<file path="src/rtl/lw_stall_scoreboard.sv">
// Load-use hazard unit: per-register countdown scoreboard of in-flight loads driving the decode stall.
// Optional macro SW_FWD_EN lets a store whose data register is one cycle from ready proceed (MEM->MEM forward).
module lw_stall_scoreboard #(
  parameter int               REG_W     = 5,
  parameter int               NUM_REGS  = 32,
  parameter int               OPC_W     = 5,
  parameter logic [OPC_W-1:0] LW_OPCODE = 5'b01000,
  parameter logic [OPC_W-1:0] SW_OPCODE = 5'b00111,
  parameter int               LOAD_LAT  = 1,
  parameter int               CNT_W     = 16
) (
  input  logic                clock,
  input  logic                reset,
  input  logic                dec_valid,
  input  logic                dec_is_noop,
  input  logic [OPC_W-1:0]    dec_opcode,
  input  logic [REG_W-1:0]    dec_rd,
  input  logic [REG_W-1:0]    dec_rs,
  input  logic [REG_W-1:0]    dec_rt,
  input  logic                dec_uses_rt,
  input  logic                flush,
  output logic                stall,
  output logic [NUM_REGS-1:0] busy_vec,
  output logic [CNT_W-1:0]    stall_count
);

  typedef logic [2:0] cnt_t;
  localparam cnt_t LAT = cnt_t'(LOAD_LAT);

  cnt_t                counter_q [NUM_REGS];
  cnt_t                counter_d [NUM_REGS];
  logic [NUM_REGS-1:0] busy;
  logic [CNT_W-1:0]    stallCount_q;
  logic                hazardRs;
  logic                hazardRt;
  logic                storeFwd;
  logic                issue;
  logic                loadIssue;

  always_comb begin
    for (int i = 0; i < NUM_REGS; i++) begin
      busy[i] = (counter_q[i] != 3'd0);
    end
  end

  assign hazardRs = busy[dec_rs];
  assign hazardRt = dec_uses_rt & busy[dec_rt];

`ifdef SW_FWD_EN
  // Store data can be forwarded from MEM when the load lands in the very next cycle.
  assign storeFwd = (dec_opcode == SW_OPCODE) & ~hazardRs & hazardRt & (counter_q[dec_rt] == 3'd1);
`else
  assign storeFwd = 1'b0;
`endif

  assign stall     = dec_valid & ~dec_is_noop & ~flush & (hazardRs | hazardRt) & ~storeFwd;
  assign issue     = dec_valid & ~dec_is_noop & ~stall & ~flush;
  assign loadIssue = issue & (dec_opcode == LW_OPCODE);

  always_comb begin
    for (int i = 0; i < NUM_REGS; i++) begin
      counter_d[i] = counter_q[i];
      if (flush) begin
        counter_d[i] = 3'd0;
      end else if (loadIssue && (dec_rd == REG_W'(i)) && (i != 0)) begin
        counter_d[i] = LAT;
      end else if (counter_q[i] != 3'd0) begin
        counter_d[i] = counter_q[i] - 3'd1;
      end
    end
    counter_d[0] = 3'd0;
  end

  always_ff @(posedge clock or negedge reset) begin
    if (!reset) begin
      for (int i = 0; i < NUM_REGS; i++) begin
        counter_q[i] <= 3'd0;
      end
      stallCount_q <= '0;
    end else begin
      for (int i = 0; i < NUM_REGS; i++) begin
        counter_q[i] <= counter_d[i];
      end
      if (stall && (stallCount_q != {CNT_W{1'b1}})) begin
        stallCount_q <= stallCount_q + 1'b1;
      end
    end
  end

  assign busy_vec    = busy;
  assign stall_count = stallCount_q;

endmodule

</file>
<file path="config.mk">
export PLATFORM = sky130hd
export DESIGN_NAME = lw_stall_scoreboard
export DESIGN_NICKNAME = d
export VERILOG_FILES = /design/src/rtl/lw_stall_scoreboard.sv
export SDC_FILE = /design/constraint.sdc
export NUM_CORES = 1
export LEC_CHECK = 0
export CAP_MARGIN = 25
export CORE_MARGIN = 4
export CORE_UTILIZATION = 52
export DETAILED_ROUTE_END_ITERATION = 8
export HOLD_SLACK_MARGIN = 0.05
export PLACE_DENSITY = 0.74
export SYNTH_ARGS = -nofsm -noshare
export SYNTH_HDL_FRONTEND = slang
export SYNTH_SLANG_ARGS = --single-unit
</file>
<file path="constraint.sdc">
create_clock -name clock -period 2.7 [get_ports clock]
set_clock_uncertainty 0.2 [all_clocks]
set_input_delay 0.27 -clock clock [delete_from_list [all_inputs] [get_ports clock]]
set_output_delay 0.27 -clock clock [all_outputs]
set_load 0.01 [all_outputs]
</file>
Yosys cells after proc, flatten, opt, wreduce, memory -nomap -nowiden
Cells that the tools add are included.
{"block": "totals", "out_inout_bits": 49, "ff_bits": 109, "in_bits": 26, "elab_cells": 301}
{"block": "op_classes", "n_addsub": 32, "n_reduce_logical": 94, "bitwise_logic": 11, "order_cmp": 2, "muxes": 97, "n_eq_ne": 33}
{"op": "$mux W3", "count": 93}
{"op": "$reduce_bool A3 Y1", "count": 62}
{"op": "$sub A3 B1 Y3 const B", "count": 31}
{"op": "$eq A5 B5 Y1 const B", "count": 16}
{"op": "$eq A5 B4 Y1 const B", "count": 9}
{"op": "$logic_and A1 B1 Y1", "count": 32}
{"op": "$eq A5 B3 Y1 const B", "count": 4}
{"op": "$add A16 B1 Y16 const B", "count": 1}
{"op": "$ne A16 B16 Y1 const B", "count": 1}
{"op": "$lt A5 B6 Y1 const B", "count": 2}
{"op": "$bmux W1 S5", "count": 2}
{"op": "$eq A5 B2 Y1 const B", "count": 2}
{"op": "$and A1 B1 Y1", "count": 7}
{"op": "$eq A5 B1 Y1 const B", "count": 1}
{"op": "$not A1 Y1", "count": 3}
{"op": "$mux W1", "count": 2}
{"op": "$or A1 B1 Y1", "count": 1}

Depth between registers and ports, before layout
Gate-level depths: netlist (run 1).
{"block": "logic_depth", "depth_word": 13, "ltp_mapped": 12, "depth_no_buf": 10}

Least setup slack after synthesis (run 1)
Ideal clock, no wire load.
{"block": "synth_timing", "path_type": "register to output", "start": "reg counter_q[60] in the netlist's numbering", "end": "out stall", "required_ns": 2.230, "path_slack_ns": -0.198, "path_stages_with_launch": 12, "path_buffers": 2, "arrival_time_ns": 2.428, "path_cell_list": "dfrtp_1 -> inv_1 -> ha_1 -> nor2b_4 -> inv_1 -> mux4_2 -> and2_4 -> o31ai_4 -> nand4_4 -> buf_6 -> buf_6 -> and2_1"}
{"block": "synth_between", "elab_chain_len": 6, "word_cells_on_any_way": 8, "cone_classes": "4 x mux; 3 x bitwise; 1 x reduce/logical"}
{"element": "from (decl)", "line_no": "30", "rtl": "cnt_t counter_q [NUM_REGS];"}
{"element": "from (signal, indexed assignment)", "line_no": "82", "rtl": "counter_q[i] <= counter_d[i];"}
{"element": "$reduce_bool A3 Y1 (*)", "line_no": "42", "rtl": "busy[i] = (counter_q[i] != 3'd0);"}
{"element": "via busy_vec[11]", "line_no": "23", "rtl": "output logic [NUM_REGS-1:0] busy_vec,"}
{"element": "$bmux W1 S5", "line_no": "47", "rtl": "assign hazardRt = dec_uses_rt & busy[dec_rt];"}
{"element": "$mux W1 (not written as such)", "line_no": "47"}
{"element": "$and A1 B1 Y1", "line_no": "47"}
{"element": "$or A1 B1 Y1 (*)", "line_no": "56", "rtl": "assign stall = dec_valid & ~dec_is_noop & ~flush & (hazardRs | hazardRt) & ~storeFwd;"}
{"element": "$and A1 B1 Y1 (*)", "line_no": "56"}
{"element": "to (decl)", "line_no": "22", "rtl": "output logic stall,"}
Mark *: on every way through the listed nets, which the timed path passes. The rest lies on a longest branch. The select of a mux whose other input is x is not followed.

Worst setup path in the final report (run 1)
{"block": "layout_timing", "start": "reg counter_q[52] in the netlist's numbering", "end": "out stall"}
{"block": "layout_between", "elab_chain_len": 6, "word_cells_on_any_way": 8, "cone_classes": "4 x mux; 3 x bitwise; 1 x reduce/logical"}
{"element": "$reduce_bool A3 Y1 (*)", "line_no": "42"}
{"element": "$bmux W1 S5", "line_no": "47"}
{"element": "$mux W1 (not written as such)", "line_no": "47"}
{"element": "$and A1 B1 Y1", "line_no": "47"}
{"element": "$or A1 B1 Y1 (*)", "line_no": "56"}
{"element": "$and A1 B1 Y1 (*)", "line_no": "56"}
Every way passes the cells marked *; elsewhere a longest branch is shown, timed or not. The select of a mux whose other input is x is not followed.

==> results of run 1 <==
[cells by family (layout without fill, tap and decap cells)]
family	after synthesis	in the layout	share of synthesized area
multiplexers	44	44	0.0720
buffers and inverters	131	394	0.0721
AO/OA/AOI/OAI	152	152	0.152
AND/OR/NAND/NOR	215	219	0.163
flip-flops	109	109	0.377
adder cells (fa/ha/maj)	63	63	0.109
other	1	1	0.000519
XOR/XNOR	45	45	0.0545
[synth_stat cells (all sizes together) (2+ instances only)]
| cell type | number | area (sq um) |
|---|---|---|
| or4 | 2 | 15.0 |
| a221oi | 2 | 17.5 |
| o211ai | 4 | 30.0 |
| nand2b | 14 | 87.6 |
| clkbuf | 28 | 105 |
| mux4 | 6 | 135 |
| nor4 | 2 | 27.5 |
| nand4 | 9 | 71.3 |
| nand3 | 16 | 80.1 |
| dfrtp | 109 | 2730 |
| a311oi | 2 | 17.5 |
| nor2b | 26 | 185 |
| o22ai | 9 | 56.3 |
| nand4b | 2 | 17.5 |
| nor3 | 10 | 55.1 |
| o21ai | 16 | 80.1 |
| a31oi | 7 | 43.8 |
| a211oi | 61 | 458 |
| mux2i | 34 | 340 |
| a41o | 3 | 30.0 |
| xnor2 | 45 | 394 |
| mux2 | 4 | 45.0 |
| and2b | 3 | 22.5 |
| a22o | 9 | 78.8 |
| ha | 63 | 788 |
| or3 | 4 | 25.0 |
| and3b | 3 | 26.3 |
| nor3b | 8 | 60.1 |
| a31o | 2 | 17.5 |
| and2 | 8 | 52.6 |
| inv | 88 | 330 |
| a21oi | 20 | 100 |
| buf | 14 | 82.6 |
| nor2 | 67 | 269 |
| o32ai | 9 | 78.8 |
| nand3b | 5 | 37.5 |
| nand2 | 33 | 124 |
[flip-flops by register name (all words and copies together), names as in the netlist]
register,flops
counter_q,93
stall_count,16
[per-layer routing]
layer / routed length (microns) / GRT usage / vias up / part of all wire
met5: 0 / 0 / - / 0
met4: 1120 / 0.139 / 0 / 0.045
met3: 1930 / 0.0474 / 124 / 0.077
met2: 12400 / 0.495 / 430 / 0.49
met1: 9700 / 0.360 / 3585 / 0.39
li1: - / - / 3175 / -
[area by class of cell]
cell class / instances / area (sq um)
fillers: 763 / 2750
flip-flops and latches: 109 / 2730
clock buffers: 11 / 253
multi-input cells: 524 / 4590
clock inverters: 3 / 22.5
repair buffers: 291 / 2550
inverters: 89 / 334
well taps: 176 / 220
[power groups by stage]
stage	logic (mW)	clock network, mW	registers (mW)
3_3_place_gp	6.92	0	2.54
3_5_place_dp	7.29	0	2.58
5_1_grt	9.35	1.36	2.67
2_1_floorplan	3.89	0	2.54
4_1_cts	7.80	1.29	2.56
6_report	8.75	1.30	2.61
[final timing paths]
check | slack [ps] | to | from | depth (start not counted)
max | -400 | stall | counter_q[52] | 10
min reg2reg | 320 | stall_count[10] | stall_count[10] | 1
min | 270 | stall_count[0] | reset | 2
max in group asynchronous | 1340 | counter_q[83] | reset | 3
min in group clock | 290 | stall_count[4] | flush | 5
max reg2reg | -390 | counter_q[47] | counter_q[52] | 13
[timing repair]
action	4_1_cts	5_1_grt
hold buffers	1	0
setup buffers	20	13
endpoints found under the hold margin	42	0
gates resized for setup	61	94
setup endpoints to repair	110	110
gates cloned	4	1
pin swaps	22	53
[worst reg2reg max path, stage by stage, from the launching register on]
cell	delay, ps
dfrtp_1	400
inv_1	100
ha_1	180
nand2b_1	130
mux4_2	490
and2_4	160
o31ai_4	250
nand4_4	160
buf_8	180
buf_12	150
buf_8	130
nor2_4	140
buf_12	160
a211oi_1	80
==> flow_summary.toml, run 1 <==
[outcome]
outcome = "finished, violations left"
violations = "setup timing"

[yosys]
syn_inst = 760
yosys_register_bits = 109
syn_area_sq_mm = 0.00723
synth_nets = 849
ys_warn_count = 0
synth_ff_type = "dfrtp_1"
synth_edf_count = 0
synth_cell_type_count = 61
synth-async-reset-ratio = 1.00
ys_seq_area_frac = 0.377
syn_avg_cell_area_sq_um = 9.52

[drt]
drcViolationCount = 0
wirelength_mm = 25.1
wl_per_cell_microns = 20.9
initialDrtViolationCount = 689
vias = 7314
antenna_left = 0
first_pass_iters = 5
viasPerCell = 6.08

[power_and_ir_drop]
swShare = 0.403
power_frac_clock = 0.103
p_leak_nw = 4.88
p_seq_frac = 0.206
powerDensity_mw_per_mm2 = 1180
p_sw_mw = 5.11
vdd_ir_drop_max_v = 0.000516
p_int_mw = 7.56
p_comb_frac = 0.691
finalPower_mw = 12.7

[clock_tree]
cts_made_buffers = 9
cts.sinks = 109
h-tree-depth = 3
cts_root_buf = "clkbuf_16"
cts_tree = "done"
path_clk_slew_ps = 70
clk_latency_ps = 360
cts_buffer_depth = 2

[cells_and_area]
drive_above_1_share = 0.352
finalNetCount = 1113
design_area_sq_mm = 0.0107
mostFrequentLayoutCells = "buf_4, dfrtp_1, inv_1, clkdlybuf4s50_1, nor2_1"
final_cells = 1203
antenna-diode-count = 0
area_growth_pct = 48.0
final_common_cell = "buf_4"
fin_util = 0.796

[sta]
fmax_mhz = 323
finalCritPeriodShare = 1.15
setup_slack_ps = -396
finalCriticalPeriod_ps = 3100
setup-violations-final = 110
grt_setup_unrepaired = "true"
fin_tns_setup_ps = -28510
final_hold_viol_count = 0
max_slew_margin = 0.186
hold_slack_ps = 268
max_slew.worst_pin.slew_ps = 1220
slew_violations = 0

[worst_setup_path]
cp-start-kind = "flip-flop"
critPathBufInv = 3
crit_arrival_ps = 2630
crit_slowest_cell = "mux4_2"
critPathTopFamily = "simple AND/OR/NAND/NOR gates"
critical_path.max_stage_delay_ps = 490
worstSetupPathType = "reg -> out"
endpoint_kind = "output port"
path_cells = "inv_1, ha_1, nand2b_1, mux4_2, and2_4, o31ai_4, nand4_4, buf_6, and2_4, buf_6"
required_ps = 2230
cp_max_fo = 2

[placed_design]
portBuffers = 73
place_hpwl_mm = 15.3
dp_cells = 1152
gp_congestion = 0.899
place_area_sq_mm = 0.00942
dp_slack_ps = -768

[floorplanning]
die_area_sq_mm = 0.0159
core_area_sq_mm = 0.0135
fp.dieH_microns = 126
initial_utilization = 0.538
num_io_pins = 75
rows = 42
die_x_microns = 126

[global_routing]
grt_start_max_net_pins = 79
antenna_found_initial = 0
grt_pass1_wl_mm = 36.9
grtUsageTotal = 0.291
grt_pass1_vias = 7337
grt-ovfl-total = 0

[hold_path]
min_path_type = "in -> async"

[run]
maxCapViolations = 0
No activity file was read; power rests on OpenSTA's default activity.
==> run 2: changes to the inputs <==
GPL_ROUTABILITY_DRIVEN = 0   (was default)
==> flow_summary.toml, run 2 (synthesis results as in run 1) <==
[sta]
setup_slack_ps = -428
fmax_mhz = 320
fin_tns_setup_ps = -27180
grt_setup_unrepaired = "true"
max_slew_margin = 0.372
setup-violations-final = 110
slew_violations = 0
finalCriticalPeriod_ps = 3130
max_slew.worst_pin.slew_ps = 941
finalCritPeriodShare = 1.16
final_hold_viol_count = 0

[global_routing]
grt_pass1_wl_mm = 37.0
grt-ovfl-total = 0
grtUsageTotal = 0.289
antenna_found_initial = 0
grt_start_max_net_pins = 79
grt_pass1_vias = 7380

[drt]
first_pass_iters = 8
wl_per_cell_microns = 20.0
viasPerCell = 5.91
drcViolationCount = 0
initialDrtViolationCount = 723
antenna_left = 0
vias = 7178
wirelength_mm = 24.2

[placed_design]
dp_cells = 1153
place_area_sq_mm = 0.00942
place_hpwl_mm = 15.2
portBuffers = 73

[clock_tree]
cts_tree = "done"
cts_buffer_depth = 2
cts_made_buffers = 9
h-tree-depth = 3
clk_latency_ps = 360
cts.sinks = 109
cts_root_buf = "clkbuf_16"
path_clk_slew_ps = 80

[worst_setup_path]
cp-start-kind = "flip-flop"
critPathTopFamily = "simple AND/OR/NAND/NOR gates"
required_ps = 2760
worstSetupPathType = "reg -> reg"
path_cells = "inv_2, ha_2, and2b_1, a211oi_1, mux4_2, o31ai_4, nand4_4, buf_8, buf_12, or3_4, o22ai_1"
endpoint_kind = "flip-flop"
critPathBufInv = 3
crit_arrival_ps = 3190
cp_max_fo = 6
crit_slowest_cell = "mux4_2"
critical_path.max_stage_delay_ps = 490

[cells_and_area]
drive_above_1_share = 0.331
largest_reg_flops = 93
area_growth_pct = 45.3
mostFrequentLayoutCells = "buf_4, dfrtp_1, clkdlybuf4s50_1, inv_1, nor2_1"
final_common_cell = "buf_4"
largest_register = "counter_q"
final_cells = 1214
design_area_sq_mm = 0.0105
finalNetCount = 1121

[floorplanning]
initial_utilization = 0.538
rows = 42
fp.dieH_microns = 126
die_x_microns = 126
core_area_sq_mm = 0.0135
die_area_sq_mm = 0.0159
num_io_pins = 75

[hold_path]
min_path_type = "in -> async"

[outcome]
violations = "setup timing"
outcome = "finished, violations left"

[power_and_ir_drop]
powerDensity_mw_per_mm2 = 1180
finalPower_mw = 12.4
p_leak_nw = 4.81
vdd_ir_drop_max_v = 0.000464

[run]
maxCapViolations = 0
[run 2: cell count changes in the layout (fill, tap and decap cells not counted), moves of 5 or more]
cell      delta
a211oi_1    +32
a211oi_2    -30
buf_4       +18
inv_1        -9
inv_2        +9
ha_1         -8
buf_8        -5
[run 2: routing by layer]
layer / track usage / up-vias / part of all wire
met5: 0 / - / 0
met4: 0.133 / 0 / 0.047
met3: 0.0428 / 104 / 0.071
met2: 0.493 / 380 / 0.49
met1: 0.362 / 3504 / 0.39
li1: - / 3190 / -
[run 2: area by class of cell]
class	instances	area, sq um
clock inverters	3	45.0
fillers	827	2950
inverters	89	334
clock buffers	13	250
well taps	176	220
diodes	1	2.50
repair buffers	301	2560
multi-input cells	522	4360
flip-flops and latches	109	2730
[run 2: worst register-to-register path: cells and delay by family, from the launching register on]
kind,cells,cell delay [ps]
AND/OR/NAND/NOR,3,760
AO/OA/AOI/OAI,3,600
multiplexers,1,490
flip-flops,1,410
buffers and inverters,3,400
adder cells (fa/ha/maj),1,180
[run 2: path summary, 6_finish.rpt]
| check | from | end | slack, ps | cells past startpoint |
|---|---|---|---|---|
| setup / recovery | counter_q[54] | counter_q[15] | -430 | 11 |
| hold / removal | reset | stall_count[2] | 260 | 2 |
| setup reg to reg | counter_q[54] | counter_q[15] | -430 | 11 |
| hold reg to reg | stall_count[15] | stall_count[15] | 310 | 1 |
| max in group asynchronous | reset | counter_q[67] | 1200 | 3 |
| min in group clock | flush | stall_count[4] | 280 | 5 |
[run 2: power breakdown]
| part | internal, mW | switching [mW] | leakage (nW) |
|---|---|---|---|
| Clock | 0.748 | 0.636 | 0.136 |
| Combinational | 4.53 | 3.87 | 3.24 |
| Sequential | 2.22 | 0.397 | 1.44 |
[run 2: through the flow]
| stage | setup slack (ps) | util | hold WS, ps |
|---|---|---|---|
| after floorplan | -102 | - | -226 |
| after global routing | -514 | 0.781 | 288 |
| final | -428 | 0.781 | 257 |
| after detailed placement | -786 | 0.700 | 111 |
| after global placement | -632 | 0.700 | 100 |
| after CTS | -324 | 0.753 | 256 |
[run 2: what timing repair did]
item / 4_1_cts / 5_1_grt
pin swaps: 14 / 11
hold buffers: 1 / 0
setup buffers: 28 / 16
resized for setup: 44 / 64
endpoints found under the hold margin: 40 / 0
gates cloned: 2 / 1
setup endpoints to repair: 110 / 110
==> run 3: changes to the inputs <==
CORE_MARGIN = default   (was 4)
CTS_CLUSTER_SIZE = 12   (was default)
==> flow_summary.toml, run 3 (synthesis results as in run 1) <==
[outcome]
outcome = "finished, violations left"
violations = "setup timing"

[drt]
vias = 6872
wl_per_cell_microns = 19.1
wirelength_mm = 22.9
drcViolationCount = 0
initialDrtViolationCount = 513
first_pass_iters = 4
antenna_left = 0
viasPerCell = 5.73

[worst_setup_path]
reg2reg_to = "counter_q[15]"
r2r_cells = 11
r2r_slack_ps = -370
cp_max_fo = 6
cp-start-kind = "flip-flop"
required_ps = 2770
r2r-start = "counter_q[84]"
worstSetupPathType = "reg -> reg"
crit_start = "counter_q[84]"
endpoint_kind = "flip-flop"
crit_arrival_ps = 3140

[sta]
max_slew_margin = 0.356
setup_slack_ps = -367
max_slew.worst_pin.slew_ps = 966
slew_violations = 0
fin_tns_setup_ps = -30480
grt_setup_unrepaired = "true"
finalCritPeriodShare = 1.14
setup-violations-final = 110
hold_slack_ps = 284
fmax_mhz = 326
finalCriticalPeriod_ps = 3070
final_hold_viol_count = 0

[placed_design]
place_hpwl_mm = 15.1
dp_cells = 1152
portBuffers = 73
place_area_sq_mm = 0.00942

[floorplanning]
core_area_sq_mm = 0.0134
fp.dieH_microns = 120
rows = 42
num_io_pins = 75
die_x_microns = 120
initial_utilization = 0.540
die_area_sq_mm = 0.0144

[cells_and_area]
antenna-diode-count = 0
largest_reg_flops = 93
mostFrequentLayoutCells = "buf_4, dfrtp_1, clkdlybuf4s50_1, inv_1, nor2_1"
design_area_sq_mm = 0.0105
largest_register = "counter_q"
final_cells = 1200
drive_above_1_share = 0.333
finalNetCount = 1109
final_common_cell = "buf_4"
fill_cells = 797
area_growth_pct = 45.8

[hold_path]
worst_hold_path.endpoint = "stall_count[2]"
hold_depth = 5
min_path_type = "in -> reg"
hold_start = "flush"

[global_routing]
grt_pass1_wl_mm = 35.7
grt_pass1_vias = 7221
grt-ovfl-total = 0
grt_start_max_net_pins = 79
antenna_found_initial = 0
grtUsageTotal = 0.321

[clock_tree]
cts.sinks = 109
cts_tree = "done"
cts_made_buffers = 9
path_clk_slew_ps = 70
cts_buffer_depth = 2
h-tree-depth = 3
clk_latency_ps = 360
cts_root_buf = "clkbuf_16"

[power_and_ir_drop]
finalPower_mw = 12.1
powerDensity_mw_per_mm2 = 1150
p_comb_frac = 0.670
p_leak_nw = 4.83
p_seq_frac = 0.216
p_int_mw = 7.40
p_sw_mw = 4.74
swShare = 0.390
power_frac_clock = 0.114
vdd_ir_drop_max_v = 0.000437

[run]
maxCapViolations = 0
[run 3: worst max path at each step]
stage / endpoint / slack [ps] / cells after the start
4_1_cts: counter_q[15] / -320 / 12
3_3_place_gp: counter_q[61] / -650 / 8
3_5_place_dp: counter_q[56] / -860 / 8
2_1_floorplan: stall / -100 / 11
6_report: counter_q[15] / -370 / 11
5_1_grt: counter_q[15] / -430 / 11
[run 3: per-layer routing]
metal / track usage / wire length (microns)
met5: 0 / 0
met4: 0.173 / 919
met3: 0.0471 / 1230
met2: 0.542 / 11500
met1: 0.394 / 9250
[run 3: layout make-up]
class | count | area [sq um] | share of cell area
Tap cell | 176 | 220 | 0.0209
Sequential cell | 109 | 2730 | 0.259
Clock buffer | 11 | 253 | 0.0240
Timing Repair Buffer | 291 | 2530 | 0.240
Multi-Input combinational cell | 520 | 4430 | 0.420
Clock inverter | 4 | 47.5 | 0.00451
Inverter | 89 | 334 | 0.0317
[run 3: per-stage QoR]
stage	util	worst slack, ps
after CTS	0.765	-315
final	0.787	-367
after global routing	0.787	-433
after floorplan	-	-102
after detailed placement	0.703	-857
after global placement	0.703	-645
[run 3: power by group through the flow]
stage	clock (mW)	combinational, mW	sequential [mW]
final	1.39	8.14	2.62
after global routing	1.46	8.78	2.68
after floorplan	0	3.89	2.54
after detailed placement	0	7.20	2.58
after CTS	1.39	7.68	2.57
after global placement	0	6.84	2.54
[run 3: timing repair]
action,4_1_cts,5_1_grt
buffers inserted,21,9
pin swaps,18,20
gates resized for setup,73,54
hold endpoints to repair,47,0
endpoints found under the setup margin,110,110
cloned,3,0
hold buffers,1,0
[run 3: worst max-delay path: stages (launching register included)]
cell      delay, ps
dfrtp_1         360
inv_1           120
ha_4            160
nor3b_4         220
a211oi_2         70
mux4_2          500
o31ai_4         300
nand4_4         160
buf_8           190
buf_8           130
or3_4           420
o22ai_2         150
